<file path="config.mk">
export PLATFORM = sky130hd
export DESIGN_NAME = multicycle_controller
export DESIGN_NICKNAME = d
export VERILOG_FILES = /design/src/rtl/multicycle_controller.sv
export SDC_FILE = /design/constraint.sdc
export NUM_CORES = 1
export LEC_CHECK = 0
export ABC_AREA = 1
export CAP_MARGIN = 20
export CORE_MARGIN = 4
export CORE_UTILIZATION = 44
export DETAILED_ROUTE_END_ITERATION = 7
export GPL_TIMING_DRIVEN = 0
export MAX_ROUTING_LAYER = met4
export PLACE_DENSITY = 0.84
export SETUP_SLACK_MARGIN = 0.5
export SYNTH_ARGS = -nofsm -noshare
export SYNTH_HDL_FRONTEND = slang
export SYNTH_SLANG_ARGS = --single-unit
</file>
<file path="constraint.sdc">
create_clock -name clk -period 1.4 [get_ports clk]
set_input_delay 0.42 -clock clk [delete_from_list [all_inputs] [get_ports clk]]
set_output_delay 0.42 -clock clk [all_outputs]
set_load 0.005 [all_outputs]
</file>
<file path="src/rtl/multicycle_controller.sv">
// Main control FSM for the multicycle MIPS core, with a retired-instruction counter.
// Define CTRL_ADDI_EN to add the addi path (DECODE -> ADDIEX -> ADDIWB).
module multicycle_controller #(
    parameter int CNT_W = 32
) (
    input  logic             clk,
    input  logic             rst,
    input  logic [5:0]       opcode,
    input  logic [5:0]       funct,
    input  logic             zero,
    output logic             PCEn,
    output logic             IorD,
    output logic             Memwrite,
    output logic             IRWrite,
    output logic             RegDst,
    output logic             MemtoReg,
    output logic             RegWrite,
    output logic             ALUsrcA,
    output logic [1:0]       ALUsrcB,
    output logic [2:0]       ALUControl,
    output logic             PCsrc,
    output logic [3:0]       state,
    output logic             halted,
    output logic [CNT_W-1:0] instr_count
);

    typedef enum logic [3:0] {
        S_FETCH   = 4'd0,
        S_DECODE  = 4'd1,
        S_MEMADR  = 4'd2,
        S_MEMRD   = 4'd3,
        S_MEMWB   = 4'd4,
        S_MEMWR   = 4'd5,
        S_EXECUTE = 4'd6,
        S_ALUWB   = 4'd7,
        S_BRANCH  = 4'd8,
        S_ADDIEX  = 4'd9,
        S_ADDIWB  = 4'd10,
        S_ILLEGAL = 4'd11
    } state_t;

    localparam logic [5:0] OP_RTYPE = 6'b000000;
    localparam logic [5:0] OP_LW    = 6'b100011;
    localparam logic [5:0] OP_SW    = 6'b101011;
    localparam logic [5:0] OP_BEQ   = 6'b000100;
`ifdef CTRL_ADDI_EN
    localparam logic [5:0] OP_ADDI  = 6'b001000;
`endif

    localparam logic [2:0] ALU_ADD = 3'b010;
    localparam logic [2:0] ALU_SUB = 3'b110;
    localparam logic [2:0] ALU_AND = 3'b000;
    localparam logic [2:0] ALU_OR  = 3'b001;
    localparam logic [2:0] ALU_SLT = 3'b111;

    state_t           state_q, state_d;
    logic [CNT_W-1:0] count_q, count_d;
    logic             funct_ok;
    logic [2:0]       funct_alu;

    // NOTE: every signal written in a combinational block gets a default first,
    // so no path can leave it unassigned and infer a latch.
    always_comb begin
        funct_ok  = 1'b1;
        funct_alu = ALU_ADD;
        case (funct)
            6'b100000: funct_alu = ALU_ADD;
            6'b100010: funct_alu = ALU_SUB;
            6'b100100: funct_alu = ALU_AND;
            6'b100101: funct_alu = ALU_OR;
            6'b101010: funct_alu = ALU_SLT;
            default:   funct_ok  = 1'b0;
        endcase
    end

    always_comb begin
        state_d = state_q;
        case (state_q)
            S_FETCH:  state_d = S_DECODE;
            S_DECODE: begin
                case (opcode)
                    OP_LW, OP_SW: state_d = S_MEMADR;
                    OP_RTYPE:     state_d = S_EXECUTE;
                    OP_BEQ:       state_d = S_BRANCH;
`ifdef CTRL_ADDI_EN
                    OP_ADDI:      state_d = S_ADDIEX;
`endif
                    default:      state_d = S_ILLEGAL;
                endcase
            end
            S_MEMADR:  state_d = (opcode == OP_LW) ? S_MEMRD : S_MEMWR;
            S_MEMRD:   state_d = S_MEMWB;
            S_EXECUTE: state_d = funct_ok ? S_ALUWB : S_ILLEGAL;
            S_ADDIEX:  state_d = S_ADDIWB;
            S_MEMWB, S_MEMWR, S_ALUWB, S_BRANCH, S_ADDIWB: state_d = S_FETCH;
            S_ILLEGAL: state_d = S_ILLEGAL;
            default:   state_d = S_ILLEGAL;
        endcase
    end

    // Retirement is the edge leaving a final state; ILLEGAL never retires.
    always_comb begin
        count_d = count_q;
        case (state_q)
            S_MEMWB, S_MEMWR, S_ALUWB, S_BRANCH, S_ADDIWB: count_d = count_q + CNT_W'(1);
            default: count_d = count_q;
        endcase
    end

    // NOTE: sequential state uses non-blocking assignments so every register
    // samples its pre-edge value regardless of statement order.
    always_ff @(posedge clk or negedge rst) begin
        if (!rst) begin
            state_q <= S_FETCH;
            count_q <= '0;
        end else begin
            state_q <= state_d;
            count_q <= count_d;
        end
    end

    always_comb begin
        PCEn       = 1'b0;
        IorD       = 1'b0;
        Memwrite   = 1'b0;
        IRWrite    = 1'b0;
        RegDst     = 1'b0;
        MemtoReg   = 1'b0;
        RegWrite   = 1'b0;
        ALUsrcA    = 1'b0;
        ALUsrcB    = 2'b00;
        ALUControl = 3'b000;
        PCsrc      = 1'b0;
        halted     = 1'b0;
        case (state_q)
            S_FETCH: begin
                ALUsrcB    = 2'b01;
                ALUControl = ALU_ADD;
                IRWrite    = 1'b1;
                PCEn       = 1'b1;
            end
            S_DECODE: begin
                ALUsrcB    = 2'b11;
                ALUControl = ALU_ADD;
            end
            S_MEMADR, S_ADDIEX: begin
                ALUsrcA    = 1'b1;
                ALUsrcB    = 2'b10;
                ALUControl = ALU_ADD;
            end
            S_MEMRD: IorD = 1'b1;
            S_MEMWB: begin
                MemtoReg = 1'b1;
                RegWrite = 1'b1;
            end
            S_MEMWR: begin
                IorD     = 1'b1;
                Memwrite = 1'b1;
            end
            S_EXECUTE: begin
                ALUsrcA    = 1'b1;
                ALUControl = funct_alu;
            end
            S_ALUWB: begin
                RegDst   = 1'b1;
                RegWrite = 1'b1;
            end
            S_ADDIWB: RegWrite = 1'b1;
            S_BRANCH: begin
                ALUsrcA    = 1'b1;
                ALUControl = ALU_SUB;
                PCsrc      = 1'b1;
                PCEn       = zero;
            end
            S_ILLEGAL: halted = 1'b1;
            default: halted = 1'b0;
        endcase
        // Reset must kill every strobe at once, even though the state decodes as FETCH.
        if (!rst) begin
            PCEn       = 1'b0;
            IorD       = 1'b0;
            Memwrite   = 1'b0;
            IRWrite    = 1'b0;
            RegDst     = 1'b0;
            MemtoReg   = 1'b0;
            RegWrite   = 1'b0;
            ALUsrcA    = 1'b0;
            ALUsrcB    = 2'b00;
            ALUControl = 3'b000;
            PCsrc      = 1'b0;
            halted     = 1'b0;
        end
    end

    assign state       = state_q;
    assign instr_count = count_q;

endmodule

</file>
# Yosys cells after proc, flatten, opt, wreduce, memory -nomap -nowiden
# Index checks and enable logic that the tools add are counted.
[word_totals]
ff_bits = 36
in_bits = 15
[op_classes]
n_addsub = 1
n_eq_ne = 19
n_mux = 30
n_reduce_logical = 10
[op_table]
columns = ["cell", "n"]
rows = [
  ["$eq A6 B6 Y1 const B", 7],
  ["$add A32 B1 Y32 const B", 1],
  ["$pmux W4 S7", 1],
  ["$mux W1", 20],
  ["$eq A4 B3 Y1 const B", 4],
  ["$eq A4 B4 Y1 const B", 4],
  ["$pmux W3 S4", 1],
  ["$pmux W4 S3", 1],
  ["$reduce_or A5 Y1", 2],
  ["$pmux W3 S3", 1],
  ["$eq A4 B2 Y1 const B", 2],
  ["$reduce_or A4 Y1", 2],
  ["$eq A6 B3 Y1 const B", 1],
  ["$logic_not A6 Y1", 1],
  ["$mux W3", 2],
  ["$pmux W2 S3", 1],
  ["$reduce_or A2 Y1", 3],
  ["$eq A4 B1 Y1 const B", 1],
  ["$logic_not A4 Y1", 1],
  ["$mux W4", 1],
  ["$reduce_or A3 Y1", 1],
  ["$mux W2", 1],
  ["$pmux W1 S2", 1],
]

# Longest topological paths before layout
[depth]
depth_word = 5
depth_mapped = 10
mapped_depth_nobuf = 9

# Worst setup path before layout
# No wires, ideal clock.
[synth_path]
path_type = "register -> output"
startpoint = "register state_q[3] (netlist: state[3])"
endpoint = "output port PCEn"
arrival_ns = 1.109
required_time_ns = 0.980
slack_ns = -0.129
stages_incl_launch_ff = 7
path_buffers = 0
cell_sequence = "dfrtp_1 -> inv_1 -> nor2_1 -> nand2_1 -> nor2_1 -> nand2_1 -> o21ai_0"
[synth_between]
elab_chain_len = 3
word_cells_on_any_way = 4
cone_classes = "eq/ne (1); mux (2); reduce/logical (1)"
[synth_rtl]
columns = ["item", "line_no", "rtl"]
rows = [
  ["start, declared", "56", "state_t state_q, state_d;"],
  ["start signal, assigned", "117", "state_q <= state_d;"],
  ["$eq A4 B4 Y1 or $logic_not A4 Y1 (tied branches)", "135", "case (state_q)"],
  ["$pmux W1 S2 (*)", "135", ""],
  ["$mux W1 (*)", "179", "if (!rst) begin"],
  ["end, declared", "11", "output logic PCEn,"],
]
# Every way passes the cells marked *; elsewhere a longest branch is shown, timed or not.

# Final worst setup path
[layout_path]
startpoint = "register state_q[2] (netlist: state[2])"
endpoint = "output port ALUsrcA"
[layout_between]
elab_chain_len = 4
word_cells_on_any_way = 7
cone_classes = "eq/ne (4); mux (2); reduce/logical (1)"
[layout_rtl]
columns = ["item", "line_no", "rtl"]
rows = [
  ["$eq A4 B4 Y1, or another cell as far along", "135", ""],
  ["$reduce_or A4 Y1 (no line) (*)", "--", ""],
  ["$mux W1 (*)", "135", ""],
  ["$mux W1 (*)", "179", ""],
  ["end, declared", "18", "output logic ALUsrcA,"],
]
# Marks and branches as above.

==> results.json <==
{
  "cpPeakStageDelay_ns": 0.44,
  "ys_types": 34,
  "avgSynthCellArea_um2": 7.02,
  "drive_gt1_frac": 0.547,
  "slew_viol_final": 0,
  "post-synth-top-count-cell": "nand2_1",
  "ys_ff_latch": 36,
  "synth.cell_area_um2": 2420,
  "async_flop_share": 1.00,
  "grt_pass1_vias": 3109,
  "p_leak_nw": 2.41,
  "hold_slack_ns": -0.0990,
  "dp_hpwl_mm": 4.80,
  "cts_tree": "yes",
  "totalWireLength_mm": 13.1,
  "grt_pass1_wl_mm": 14.0,
  "h-tree-depth": 2,
  "fp-row-count": 26,
  "cp-end-kind": "primary output",
  "via_per_inst": 6.06,
  "fillers": 250,
  "vias": 3560,
  "power_w": 0.00648,
  "path_clk_slew_ns": 0.09,
  "synthTopCellsByArea": "dfrtp_1 37%, nand2_1 16%, nor2_1 7.0%, inv_1 6.8%, nand3_1 6.6%",
  "clk_latency_ns": 0.31,
  "multi_input_area_um2": 1770,
  "hold_violations": 16,
  "grt_use_total": 0.283,
  "yosys.area.top_type": "dfrtp_1",
  "yosysSeqAreaShare": 0.372,
  "critPathKind": "reg2out",
  "synth_common_cells": "101 x nand2_1, 45 x nor2_1, 44 x inv_1",
  "initial_utilization": 0.465,
  "synth_top_cell_area_share": 0.372,
  "die_area_um2": 6760,
  "cts_sinks": 36,
  "chipHeight_um": 82.2,
  "cts.path.max_buffers": 2,
  "ant_nets": 0,
  "vdd_ir_drop_max_mv": 0.990,
  "synth_edf_count": 0,
  "drc": 0,
  "drt_pass1_iterations": 7,
  "violations": "negative hold slack, negative setup slack",
  "die_w_um": 82.2,
  "synthCells": 345,
  "fmax_mhz": 447,
  "gp_congestion": 0.912,
  "relSlewSlack": 0.708,
  "maxCapViolations": 0,
  "tightest_slew_ns": 0.434,
  "rsz0062_at_grt": "true",
  "syn_nets": 361,
  "cp_slowest_cell": "dfrtp_2",
  "antenna_found_initial": 0,
  "core_area_um2": 5200,
  "fin_crit_sh": 1.60,
  "start_kind": "register",
  "arrival_ns": 1.82,
  "cts_buffers": 5,
  "critical_path.cell_chain": "clkinv_4 -> nor2_4 -> nand2_4 -> buf_4 -> a31oi_1 -> buf_2",
  "outcome": "complete, but fails checks",
  "grt_max_degree": 21,
  "hp-class": "in2async",
  "overflow": 0,
  "finClkSkew_ns": 0.0177,
  "initialDrtViolationCount": 434,
  "port_buffers": 65,
  "synthFlopType": "dfrtp_1",
  "post-route-min-period_ns": 2.24,
  "num-nets-final": 533,
  "io_pins": 66,
  "register_area_um2": 907,
  "diodes": 0,
  "area_growth_pct": 87.7,
  "wl_per_cell_um": 22.3,
  "finalSetupViolCount": 55,
  "fin_util": 0.873,
  "yosysWarningCount": 0,
  "root_buffer": "clkbuf_8",
  "p_per_area_nw_per_um2": 1430,
  "cp_max_fo": 4,
  "critPathRequiredTime_ns": 0.98,
  "finalWorstSetupSlack_ns": -0.836
}
kinds of logic after synthesis:
family                   share of synthesized area
flip-flops                                   0.372
buffers and inverters                       0.0883
adder cells (fa/ha/maj)                    0.00516
AND/OR/NAND/NOR                              0.439
AO/OA/AOI/OAI                               0.0393
XOR/XNOR                                    0.0568
layout make-up:
class                      instances  area share
multi-input combinational        258       0.390
timing repair buffer             165       0.311
sequential                        36       0.200
inverter                          47      0.0476
tap                               70      0.0193
clock buffer                       6      0.0160
buffer                             4      0.0149
clock inverter                     1     0.00110
final timing paths:
path                                      from  cells past startpoint  slack, ns               to
worst min-delay path                       rst                      1       -0.1   instr_count[1]
worst min register to register  instr_count[7]                      2       0.55   instr_count[7]
min in group clk                instr_count[7]                      2       0.55   instr_count[7]
max in group asynchronous                  rst                      1       1.19  instr_count[15]
worst max-delay path                  state[2]                      6      -0.84          ALUsrcA
worst max register to register        state[2]                     15      -0.76  instr_count[30]
registers in the layout, indices dropped and copies added, names as in the netlist:
| signal | cells |
|---|---|
| state | 4 |
| instr_count | 32 |
per-stage QoR:
step / cell area [um2] / hold WS [ns] / std cells / setup slack (ns) / setup TNS [ns]
final: 4550 / -0.0990 / 587 / -0.836 / -33.30
after global placement: 3290 / 0.479 / 480 / -2.49 / -74.54
after global routing: 4550 / -0.102 / 587 / -0.866 / -35.33
after detailed placement: 3280 / 0.493 / 480 / -1.34 / -21.19
after CTS: 3970 / -0.0741 / 567 / -0.553 / -19.91
after floorplan: 2550 / 0.124 / 345 / -0.0260 / -0.110
routing by layer:
metal  vias to the layer above  track usage  share of wire
met5                         -            -              0
met1                      1668        0.297           0.34
met2                       334        0.498           0.47
met4                         0        0.150          0.080
met3                       125       0.0542           0.11
li1                       1433            -              -
what timing repair did:
action	CTS	global route
pin swaps	16	38
gates cloned	1	3
endpoints found under the hold margin	16	16
gates resized for setup	274	105
setup endpoints to repair	89	87
setup buffers	79	17
where the power goes:
part / switching (W) / internal, W
Sequential: 0.000190 / 0.00118
Combinational: 0.00227 / 0.00207
Clock: 0.000433 / 0.000340
Total: 0.00289 / 0.00359
placed cells by master (no fill, tap or decap), drive strengths merged:
cell,Yosys,routed
a21oi,3,3
a31oi,3,3
and2,1,1
buf,3,152
bufbuf,0,1
clkbuf,1,13
clkdlybuf4s15,0,1
clkdlybuf4s50,0,7
clkinv,0,2
dfrtp,36,36
dlygate4sd2,0,1
ha,1,1
inv,47,46
nand2,111,111
nand3,36,36
nand3b,5,5
nand4,6,6
nor2,58,58
nor3,6,6
nor3b,1,1
nor4,1,1
o211ai,1,1
o21ai,8,8
o21bai,1,1
o22ai,1,1
or2,1,1
xnor2,8,8
xor2,6,6
worst max-delay path, delay by kind of cell (launching register included):
family,cells,cell delay [ns]
buffers and inverters,3,0.45
and+or+nand+nor,2,0.34
AOI/OAI and AO/OA,1,0.27
DFF,1,0.44
(Power assumes the default switching activity.)
